$ cat config.mk
export PLATFORM = sky130hd
export DESIGN_NAME = renkon_conv_ctrl
export DESIGN_NICKNAME = d
export VERILOG_FILES = /design/src/rtl/renkon_conv_ctrl_pkg.sv /design/src/rtl/renkon_conv_ctrl_pipe.sv /design/src/rtl/renkon_conv_ctrl.sv
export SDC_FILE = /design/constraint.sdc
export NUM_CORES = 1
export LEC_CHECK = 0
export ABC_CLOCK_PERIOD_IN_PS = 7200
export BUFFER_PORTS_ARGS = -buffer_cell sky130_fd_sc_hd__buf_2
export CAP_MARGIN = 10
export CORE_ASPECT_RATIO = 0.7
export CORE_MARGIN = 4
export CORE_UTILIZATION = 45
export DETAILED_ROUTE_END_ITERATION = 8
export GPL_TIMING_DRIVEN = 0
export PLACE_DENSITY_LB_ADDON = 0.2
export SLEW_MARGIN = 20
export SYNTH_ARGS = -nofsm -noshare
export SYNTH_HDL_FRONTEND = slang
export SYNTH_SLANG_ARGS = --single-unit
$ cat constraint.sdc
create_clock -name clk -period 7.2 [get_ports clk]
set_input_delay 1.08 -clock clk [delete_from_list [all_inputs] [get_ports clk]]
set_output_delay 1.08 -clock clk [all_outputs]
set_load 0.02 [all_outputs]
$ cat src/rtl/renkon_conv_ctrl_pkg.sv
// rtl/renkon_conv_ctrl_pkg.sv - shared constants, FSM state type and saturating add
//
// Purpose: datapath width, kernel size and latencies shared by the
// convolution sequencer and its delay line, plus the signed saturating adder
// used by the channel accumulator.
package renkon_conv_ctrl_pkg;

  localparam int DWIDTH   = 16;
  localparam int FSIZE    = 5;
  localparam int TREE_LAT = 5;
  localparam int BUF_LAT  = 1;

  typedef enum logic [1:0] {
    S_IDLE,
    S_RUN,
    S_DRAIN,
    S_DONE
  } ctrl_state_t;

  // Sum at DWIDTH+1 bits; the two top bits differ exactly when the result
  // left the signed DWIDTH range, and the top bit tells which side.
  function automatic logic signed [DWIDTH-1:0] sat_add(
    input logic signed [DWIDTH-1:0] a,
    input logic signed [DWIDTH-1:0] b
  );
    logic signed [DWIDTH:0] s;
    s = {a[DWIDTH-1], a} + {b[DWIDTH-1], b};
    if (s[DWIDTH] != s[DWIDTH-1]) begin
      sat_add = s[DWIDTH] ? {1'b1, {(DWIDTH-1){1'b0}}} : {1'b0, {(DWIDTH-1){1'b1}}};
    end else begin
      sat_add = s[DWIDTH-1:0];
    end
  endfunction

endpackage

$ cat src/rtl/renkon_conv_ctrl_pipe.sv
// rtl/renkon_conv_ctrl_pipe.sv - valid/tag delay line matching buffer plus tree latency
//
// Purpose: carries {valid, first, last, addr} of each issued window for DEPTH
// cycles so the tag arrives alongside the matching tree result.
// Ports:
//   clk, rst                       clock, synchronous active-high reset
//   in_valid/in_first/in_last      tag of the window issued this cycle
//   in_addr   [AWIDTH]             output pixel address of that window
//   out_valid/out_first/out_last   tag leaving the line this cycle
//   out_addr  [AWIDTH]             address leaving the line this cycle
//   empty                          no valid entry anywhere in the line
module renkon_conv_ctrl_pipe
  import renkon_conv_ctrl_pkg::*;
#(
  parameter int DEPTH  = BUF_LAT + TREE_LAT,
  parameter int AWIDTH = 16
) (
  input  logic              clk,
  input  logic              rst,
  input  logic              in_valid,
  input  logic              in_first,
  input  logic              in_last,
  input  logic [AWIDTH-1:0] in_addr,
  output logic              out_valid,
  output logic              out_first,
  output logic              out_last,
  output logic [AWIDTH-1:0] out_addr,
  output logic              empty
);

  logic [DEPTH-1:0]  v;
  logic [DEPTH-1:0]  f;
  logic [DEPTH-1:0]  l;
  logic [AWIDTH-1:0] a [DEPTH];

  always_ff @(posedge clk) begin
    if (rst) begin
      v <= '0;
      f <= '0;
      l <= '0;
      for (int i = 0; i < DEPTH; i++) a[i] <= '0;
    end else begin
      v    <= {v[DEPTH-2:0], in_valid};
      f    <= {f[DEPTH-2:0], in_first};
      l    <= {l[DEPTH-2:0], in_last};
      a[0] <= in_addr;
      for (int i = 1; i < DEPTH; i++) a[i] <= a[i-1];
    end
  end

  assign out_valid = v[DEPTH-1];
  assign out_first = f[DEPTH-1];
  assign out_last  = l[DEPTH-1];
  assign out_addr  = a[DEPTH-1];
  assign empty     = ~|v;

endmodule

$ cat src/rtl/renkon_conv_ctrl.sv
// rtl/renkon_conv_ctrl.sv - 5x5 convolution sequencer, latency tracker and channel accumulator
//
// Purpose: walks every output position (oy, ox) and input channel, issuing
// one window per cycle, then sums the per-channel tree results into one
// saturated output pixel written with its address.
// Ports:
//   clk, rst                    clock, synchronous active-high reset
//   req, ack, busy              layer start pulse / completion pulse / in-progress
//   img_size [SWIDTH]           square input size, captured with req
//   n_in     [CWIDTH]           input channel count (0 behaves as 1)
//   win_valid, win_row, win_col, win_ch   window request to the buffer
//   fmap     [DWIDTH]           signed tree result
//   out_valid, out_data, out_addr         output pixel to the writer
module renkon_conv_ctrl
  import renkon_conv_ctrl_pkg::*;
#(
  parameter int SWIDTH = 8,
  parameter int CWIDTH = 10
) (
  input  logic                     clk,
  input  logic                     rst,
  input  logic                     req,
  input  logic [SWIDTH-1:0]        img_size,
  input  logic [CWIDTH-1:0]        n_in,
  output logic                     ack,
  output logic                     busy,
  output logic                     win_valid,
  output logic [SWIDTH-1:0]        win_row,
  output logic [SWIDTH-1:0]        win_col,
  output logic [CWIDTH-1:0]        win_ch,
  input  logic signed [DWIDTH-1:0] fmap,
  output logic                     out_valid,
  output logic signed [DWIDTH-1:0] out_data,
  output logic [2*SWIDTH-1:0]      out_addr
);

  localparam int AWIDTH = 2 * SWIDTH;

  ctrl_state_t state, state_next;

  logic [SWIDTH-1:0] row, col, o_last;
  logic [CWIDTH-1:0] ch, n_last;
  logic [AWIDTH-1:0] addr;
  logic              ch_end, col_end, row_end, last_win;
  logic              too_small;
  logic [CWIDTH-1:0] n_in_last;

  logic              p_valid, p_first, p_last, pipe_empty;
  logic [AWIDTH-1:0] p_addr;

  logic signed [DWIDTH-1:0] acc, acc_next;

  assign ch_end    = (ch == n_last);
  assign col_end   = (col == o_last);
  assign row_end   = (row == o_last);
  assign last_win  = ch_end && col_end && row_end;
  assign too_small = (img_size < SWIDTH'(FSIZE));
  assign n_in_last = (n_in == '0) ? '0 : n_in - CWIDTH'(1);

  always_ff @(posedge clk) begin
    if (rst) begin
      state <= S_IDLE;
    end else begin
      state <= state_next;
    end
  end

  // A too-small image still passes through DRAIN (pipeline already empty)
  // so its ack lands two cycles after req, like a zero-window layer would.
  always_comb begin
    state_next = state;
    win_valid  = 1'b0;
    ack        = 1'b0;
    busy       = 1'b0;
    case (state)
      S_IDLE: begin
        if (req) state_next = too_small ? S_DRAIN : S_RUN;
      end
      S_RUN: begin
        busy      = 1'b1;
        win_valid = 1'b1;
        if (last_win) state_next = S_DRAIN;
      end
      S_DRAIN: begin
        busy = 1'b1;
        // The last tag leaves the line the cycle its out_valid is
        // registered, so an empty line means the final pixel is out.
        if (pipe_empty) state_next = S_DONE;
      end
      S_DONE: begin
        busy       = 1'b1;
        ack        = 1'b1;
        state_next = S_IDLE;
      end
      default: state_next = S_IDLE;
    endcase
  end

  // Loop order oy (row), ox (col), ch innermost; addr counts output pixels
  // so it equals oy*osize+ox without a multiplier.
  always_ff @(posedge clk) begin
    if (rst) begin
      row    <= '0;
      col    <= '0;
      ch     <= '0;
      addr   <= '0;
      o_last <= '0;
      n_last <= '0;
    end else if (state == S_IDLE && req) begin
      o_last <= img_size - SWIDTH'(FSIZE);
      n_last <= n_in_last;
      row    <= '0;
      col    <= '0;
      ch     <= '0;
      addr   <= '0;
    end else if (win_valid) begin
      if (ch_end) begin
        ch   <= '0;
        addr <= addr + AWIDTH'(1);
        if (col_end) begin
          col <= '0;
          row <= row_end ? '0 : row + SWIDTH'(1);
        end else begin
          col <= col + SWIDTH'(1);
        end
      end else begin
        ch <= ch + CWIDTH'(1);
      end
    end
  end

  assign win_row = row;
  assign win_col = col;
  assign win_ch  = ch;

  renkon_conv_ctrl_pipe #(
    .DEPTH  (BUF_LAT + TREE_LAT),
    .AWIDTH (AWIDTH)
  ) u_pipe (
    .clk       (clk),
    .rst       (rst),
    .in_valid  (win_valid),
    .in_first  (ch == '0),
    .in_last   (ch_end),
    .in_addr   (addr),
    .out_valid (p_valid),
    .out_first (p_first),
    .out_last  (p_last),
    .out_addr  (p_addr),
    .empty     (pipe_empty)
  );

  assign acc_next = p_first ? fmap : sat_add(acc, fmap);

  always_ff @(posedge clk) begin
    if (rst) begin
      acc       <= '0;
      out_valid <= 1'b0;
      out_data  <= '0;
      out_addr  <= '0;
    end else begin
      out_valid <= 1'b0;
      if (p_valid) begin
        acc <= acc_next;
        if (p_last) begin
          out_valid <= 1'b1;
          out_data  <= acc_next;
          out_addr  <= p_addr;
        end
      end
    end
  end

endmodule

# After elaboration in Yosys (flattened, before gate mapping)
# Memories as Yosys holds them, arrays and structs flattened. A register that Yosys moved wholly into a read port is not among the register bits.
# Index checks and enable logic that the tools add are counted.
dict set report totals {
  memories 1
  ramBits 96
  wordCells 78
  reg_bits 113
  in_bits 37
  out_inout_bits 62
}
# memory depth width read_ports rd_clocked_by_memory_dff wr line_no
set mem_list {}
lappend mem_list {u_pipe.a 6 16 6 1 6 renkon_conv_ctrl_pipe.sv:34} ;# logic [AWIDTH-1:0] a [DEPTH];
dict set report classes {
  n_lt_le_gt_ge 1
  addsub 7
  muxes 25
  bitwise 7
  n_reduce_logical 14
  n_eq_ne 10
}
# cell n
set ops {}
lappend ops {{$mux W16} 9}
lappend ops {{$logic_not A10 Y1} 2}
lappend ops {{$mux W10} 2}
lappend ops {{$add A16 B16 Y17} 1}
lappend ops {{$add A16 B1 Y16 const B} 1}
lappend ops {{$add A8 B1 Y8 const B} 2}
lappend ops {{$eq A8 B8 Y1} 2}
lappend ops {{$mux W8} 2}
lappend ops {{$add A10 B1 Y10 const B} 1}
lappend ops {{$eq A10 B10 Y1} 1}
lappend ops {{$sub A10 B1 Y10 const B} 1}
lappend ops {{$lt A8 B3 Y1 const B} 1}
lappend ops {{$mux W2} 4}
lappend ops {{$pmux W2 S4} 1}
lappend ops {{$sub A8 B3 Y8 const B} 1}
lappend ops {{$mux W1} 7}
lappend ops {{$ne A2 B2 Y1 const B} 3}
lappend ops {{$or A1 B1 Y1} 6}
lappend ops {{$reduce_and A3 Y1} 2}
lappend ops {{$reduce_or A6 Y1} 1}
lappend ops {{$eq A2 B2 Y1 const B} 2}
lappend ops {{$reduce_and A2 Y1} 2}
lappend ops {{$reduce_or A2 Y1} 2}
lappend ops {{$logic_and A1 B1 Y1} 3}
lappend ops {{5 further kinds} 5}

# Logic depth before layout (Yosys ltp)
dict set report logic_depth {
  ltp_word 5
  ltp_mapped 12
  mapped_depth_nobuf 11
}

# Cells and area by module
# From an unflattened synthesis, not the netlist that was laid out.
dict set report unflattened {
  cells_unflattened 985
  hier_area_um2 9160.0
}
# mod instances cells_each area_each_um2
set modules_own_cells {}
lappend modules_own_cells {renkon_conv_ctrl 1 727 5969.5}
lappend modules_own_cells {renkon_conv_ctrl_pipe 1 258 3190.6}

# Least setup slack after synthesis
# No wires, ideal clock.
dict set report synth_timing {
  path_type {input -> register}
  startpoint {input fmap[0]}
  endpoint {register acc[14]}
  required_ns 7.064
  n_path_buf 1
  stages 12
  path_slack_ns 3.683
  setup_time_ns 0.136
  arrival_time_ns 3.381
  cell_sequence {ha_1 inv_1 fa_1 nand2b_1 a21oi_2 a31oi_2 o31ai_4 nand3_4 mux2_4 buf_6 a21oi_4 o32ai_2}
}
dict set report synth_between {
  elab_chain_cells 4
  word_cells_on_any_way 5
  cone_classes {1 x add/sub; 1 x eq/ne; 3 x mux}
}
# item line_no
set synth_lines {}
lappend synth_lines {{start, declared} renkon_conv_ctrl.sv:31} ;# input logic signed [DWIDTH-1:0] fmap,
lappend synth_lines {{$add A16 B16 Y17 (*)} renkon_conv_ctrl_pkg.sv:27} ;# s = {a[DWIDTH-1], a} + {b[DWIDTH-1], b};
lappend synth_lines {{$mux W16 or $ne A1 B1 Y1 (tied branches)} {renkon_conv_ctrl_pkg.sv:29, renkon_conv_ctrl_pkg.sv:28}}
lappend synth_lines {{$mux W16 (*)} renkon_conv_ctrl_pkg.sv:28} ;# if (s[DWIDTH] != s[DWIDTH-1]) begin
lappend synth_lines {{$mux W16 (*)} renkon_conv_ctrl.sv:153} ;# assign acc_next = p_first ? fmap : sat_add(acc, fmap);
lappend synth_lines {{end signal, assigned} renkon_conv_ctrl.sv:164} ;# acc <= acc_next;
lappend synth_lines {{end, declared} renkon_conv_ctrl.sv:51} ;# logic signed [DWIDTH-1:0] acc, acc_next;
# Mark *: on every way between the ends. The rest lies on a longest branch, timed or not.
# A chain may end at the register's enable or synchronous reset.

# Final worst setup path
dict set report layout_timing {
  startpoint {input fmap[0]}
  endpoint {register acc[10]}
}
# Same word-level chain as after synthesis.

==> run metrics <==
CTS-repair resized insts 0; number of synthesized register bits 225; Placer Congestion 0.832; asr flop ratio synth 0%; Reg2Reg Depth 12; Mapped Nets 1021; area of the multi-input gates 4450 um^2; hold_ws 0.424 ns; Post-Syn Area 9240 um^2; Crit path largest cell delay 0.42 ns; FF-to-FF Start acc[0]; share of cells above drive strength 1 15.6%; final setup fails 0; Antenna Cells 0; RSZ-0062 raised after global routing false; Root Buffer Master clkbuf_16; Max Freq 0.289 GHz; crit-path cells buf_2, ha_1, inv_1, fa_1, nand2b_1, a21oi_2, a31oi_2, o31ai_4, nand3_4, mux2_4, buf_6, a21oi_4, o32ai_1; LEAKAGE 4.35 nW; die height 128 um; most common cell after layout, fill and taps aside dfxtp_1; clk sink count 225; Buffers on Ports 97; drt drc 0; Final HPWL DP 14.4 mm; Fin. Hold Viols 0; Unique masters post-synth 70; First-pass DRT Iterations 4; FF+latch area 4500 um^2; I/O pins 99; FILL cells 1893; peak supply drop 0.144 mV; Syn. warnings 0; critical path class input port to flip-flop; Max Cap Viol 0; Pwr Density 263 nW/um^2; type of element launching the critical path input port; sequential area share after synthesis 48.7%; ys flop type dfxtp_1; NumNets Final 1142; vias in the first global route 6103; DR vias/cell 4.85; Layout area overhead 16.8%; Critical Path End Type flip-flop; Worst setup endpoint acc[10]; first-pass GRT wire length 31.6 mm; Floorplan Core Area 20000 um^2; Initial Utilization 46.2%; Crit path arrival time 3.81 ns; post-DR wirelength/cell 14.1 um; worst rel slew slack 49.8%; Post-synth EDFFs 0; Hold WC Path Type flip-flop to flip-flop; CTS Buf Count 22; r2r setup slk 4.07 ns; Bufs on Longest Clock Path 3; worst-margin pin slew 0.749 ns; Critical Path Source fmap[0]; final WL 19.2 mm; gr usage total 16.8%; clk slew on worst S/H paths 0.07 ns; CP required 7.55 ns; Post-CTS Setup Bufs 0; Slowest-stage cell, CP o31ai_4; Final min period 3.46 ns; max-slew violation count 0; total grt overflow 0; H-tree levels 1; CTS Hold Bufs 0; row cnt 43; commonest non-fill, non-tap cells in the layout dfxtp_1 (225), nor2b_1 (117), buf_2 (99), nor2_1 (87), nand2_1 (79); die area 22900 um^2; largest net degree at the start of global routing 16; Post-Synthesis Cells 955; die width 179 um; Vias 6596; Crit Reg-Reg Endpoint acc[10]; top fanout value on the critical path 10; syn avg cell area 9.68 um^2; post-route ant nets 0; number of DRC markers in iteration 0 391; CTS tree built; status completed; initial antenna violation count 0; Clk Latency, worst-skew pair 0.50 ns; clk_skew 0.0119 ns; Fin Setup TNS 0 ns; fin crit share 48.1%
[worst min-delay path by stage]
stage	depth (start not counted)	to	startpoint
2_1_floorplan	1	u_pipe.a[1][0]	u_pipe.a[0][0]
3_3_place_gp	1	u_pipe.a[3][11]	u_pipe.a[2][11]
3_5_place_dp	1	u_pipe.a[3][15]	u_pipe.a[2][15]
4_1_cts	1	u_pipe.a[1][14]	u_pipe.a[0][14]
5_1_grt	1	u_pipe.a[3][9]	u_pipe.a[2][9]
6_report	1	u_pipe.a[2][11]	u_pipe.a[1][11]
[layout make-up]
cell class              count  area share (%)
plain buffers              49            1.94
multi-input cells         659            41.2
well taps                 270            3.13
clock inverters             8           0.892
inverters                  22           0.765
flip-flops and latches    225            41.7
repair buffers             97            4.50
clock buffers              31            5.89
[routing by layer]
layer / up-vias / GRT usage (%) / share of wire [%]
met4: 0 / 2.95 / 1.3
met1: 2950 / 26.6 / 54
met3: 23 / 3.63 / 5.6
li1: 3482 / - / -
met2: 141 / 23.3 / 39
met5: - / 0 / 0
[report_power, final]
group / switching, mW / total (mW) / leakage [nW] / internal [mW]
registers: 0.0340 / 1.32 / 1.82 / 1.29
logic: 0.228 / 0.360 / 2.17 / 0.133
clock network: 0.465 / 1.15 / 0.359 / 0.688
[sequential cells by signal, indices dropped and copies added, names as in the netlist, 6 cells and up]
signal	count
u_pipe.a	96
n_last	10
u_pipe.l	6
win_ch	10
win_row	8
out_addr	16
addr	16
u_pipe.v	6
acc	16
u_pipe.f	6
win_col	8
out_data	16
o_last	8
[critical path, delay by kind of cell]
| kind | cells | cell delay, ns |
|---|---|---|
| AO/OA/AOI/OAI | 5 | 1.12 |
| buffers and inverters | 3 | 0.34 |
| multiplexers | 1 | 0.33 |
| adder cells (fa/ha/maj) | 2 | 0.56 |
| AND/OR/NAND/NOR | 2 | 0.36 |
[logic make-up after synthesis]
kind of cell	count (synthesis)	synth area share (%)
buffers and inverters	71	3.15
adder cells (fa/ha/maj)	29	4.01
AO/OA/AOI/OAI	146	12.9
XOR/XNOR	83	7.87
AND/OR/NAND/NOR	396	22.8
flip-flops	225	48.7
multiplexers	5	0.596
[Yosys cell counts, types with 3 or more instances]
master / n / area share, %
nand2b_1: 19 / 1.3
nand4_1: 23 / 1.6
o21ai_0: 21 / 1.1
a21oi_4: 10 / 1.8
a211oi_1: 11 / 0.89
or3_1: 9 / 0.61
xnor2_1: 32 / 3.0
ha_1: 28 / 3.8
a21o_1: 3 / 0.24
nand2_1: 79 / 3.2
xor2_1: 51 / 4.8
dfxtp_1: 225 / 49
o32ai_1: 11 / 1.0
and3_1: 8 / 0.54
clkbuf_1: 42 / 1.7
o21ai_1: 7 / 0.38
o211ai_1: 3 / 0.24
o41ai_2: 10 / 1.8
a311oi_1: 5 / 0.47
nor4_1: 10 / 0.68
nor3_1: 9 / 0.49
a21oi_1: 39 / 2.1
nor2b_1: 117 / 7.9
mux2i_1: 4 / 0.43
nand3b_1: 13 / 1.1
nand3_1: 8 / 0.43
inv_1: 21 / 0.85
nor2_1: 87 / 3.5
[metrics by stage]
stage	worst slack [ns]	power [mW]	area [um^2]	std cells	utilization [%]
floorplan	3.68	1.61	9240	955	-
global placement	3.22	1.71	10100	1322	50.3
detailed placement	3.23	1.71	10100	1322	50.3
CTS	3.75	2.87	10800	1361	53.9
global route	3.55	2.97	10800	1361	53.9
finish	3.74	2.83	10800	1361	53.9
(Power assumes the default switching activity.)
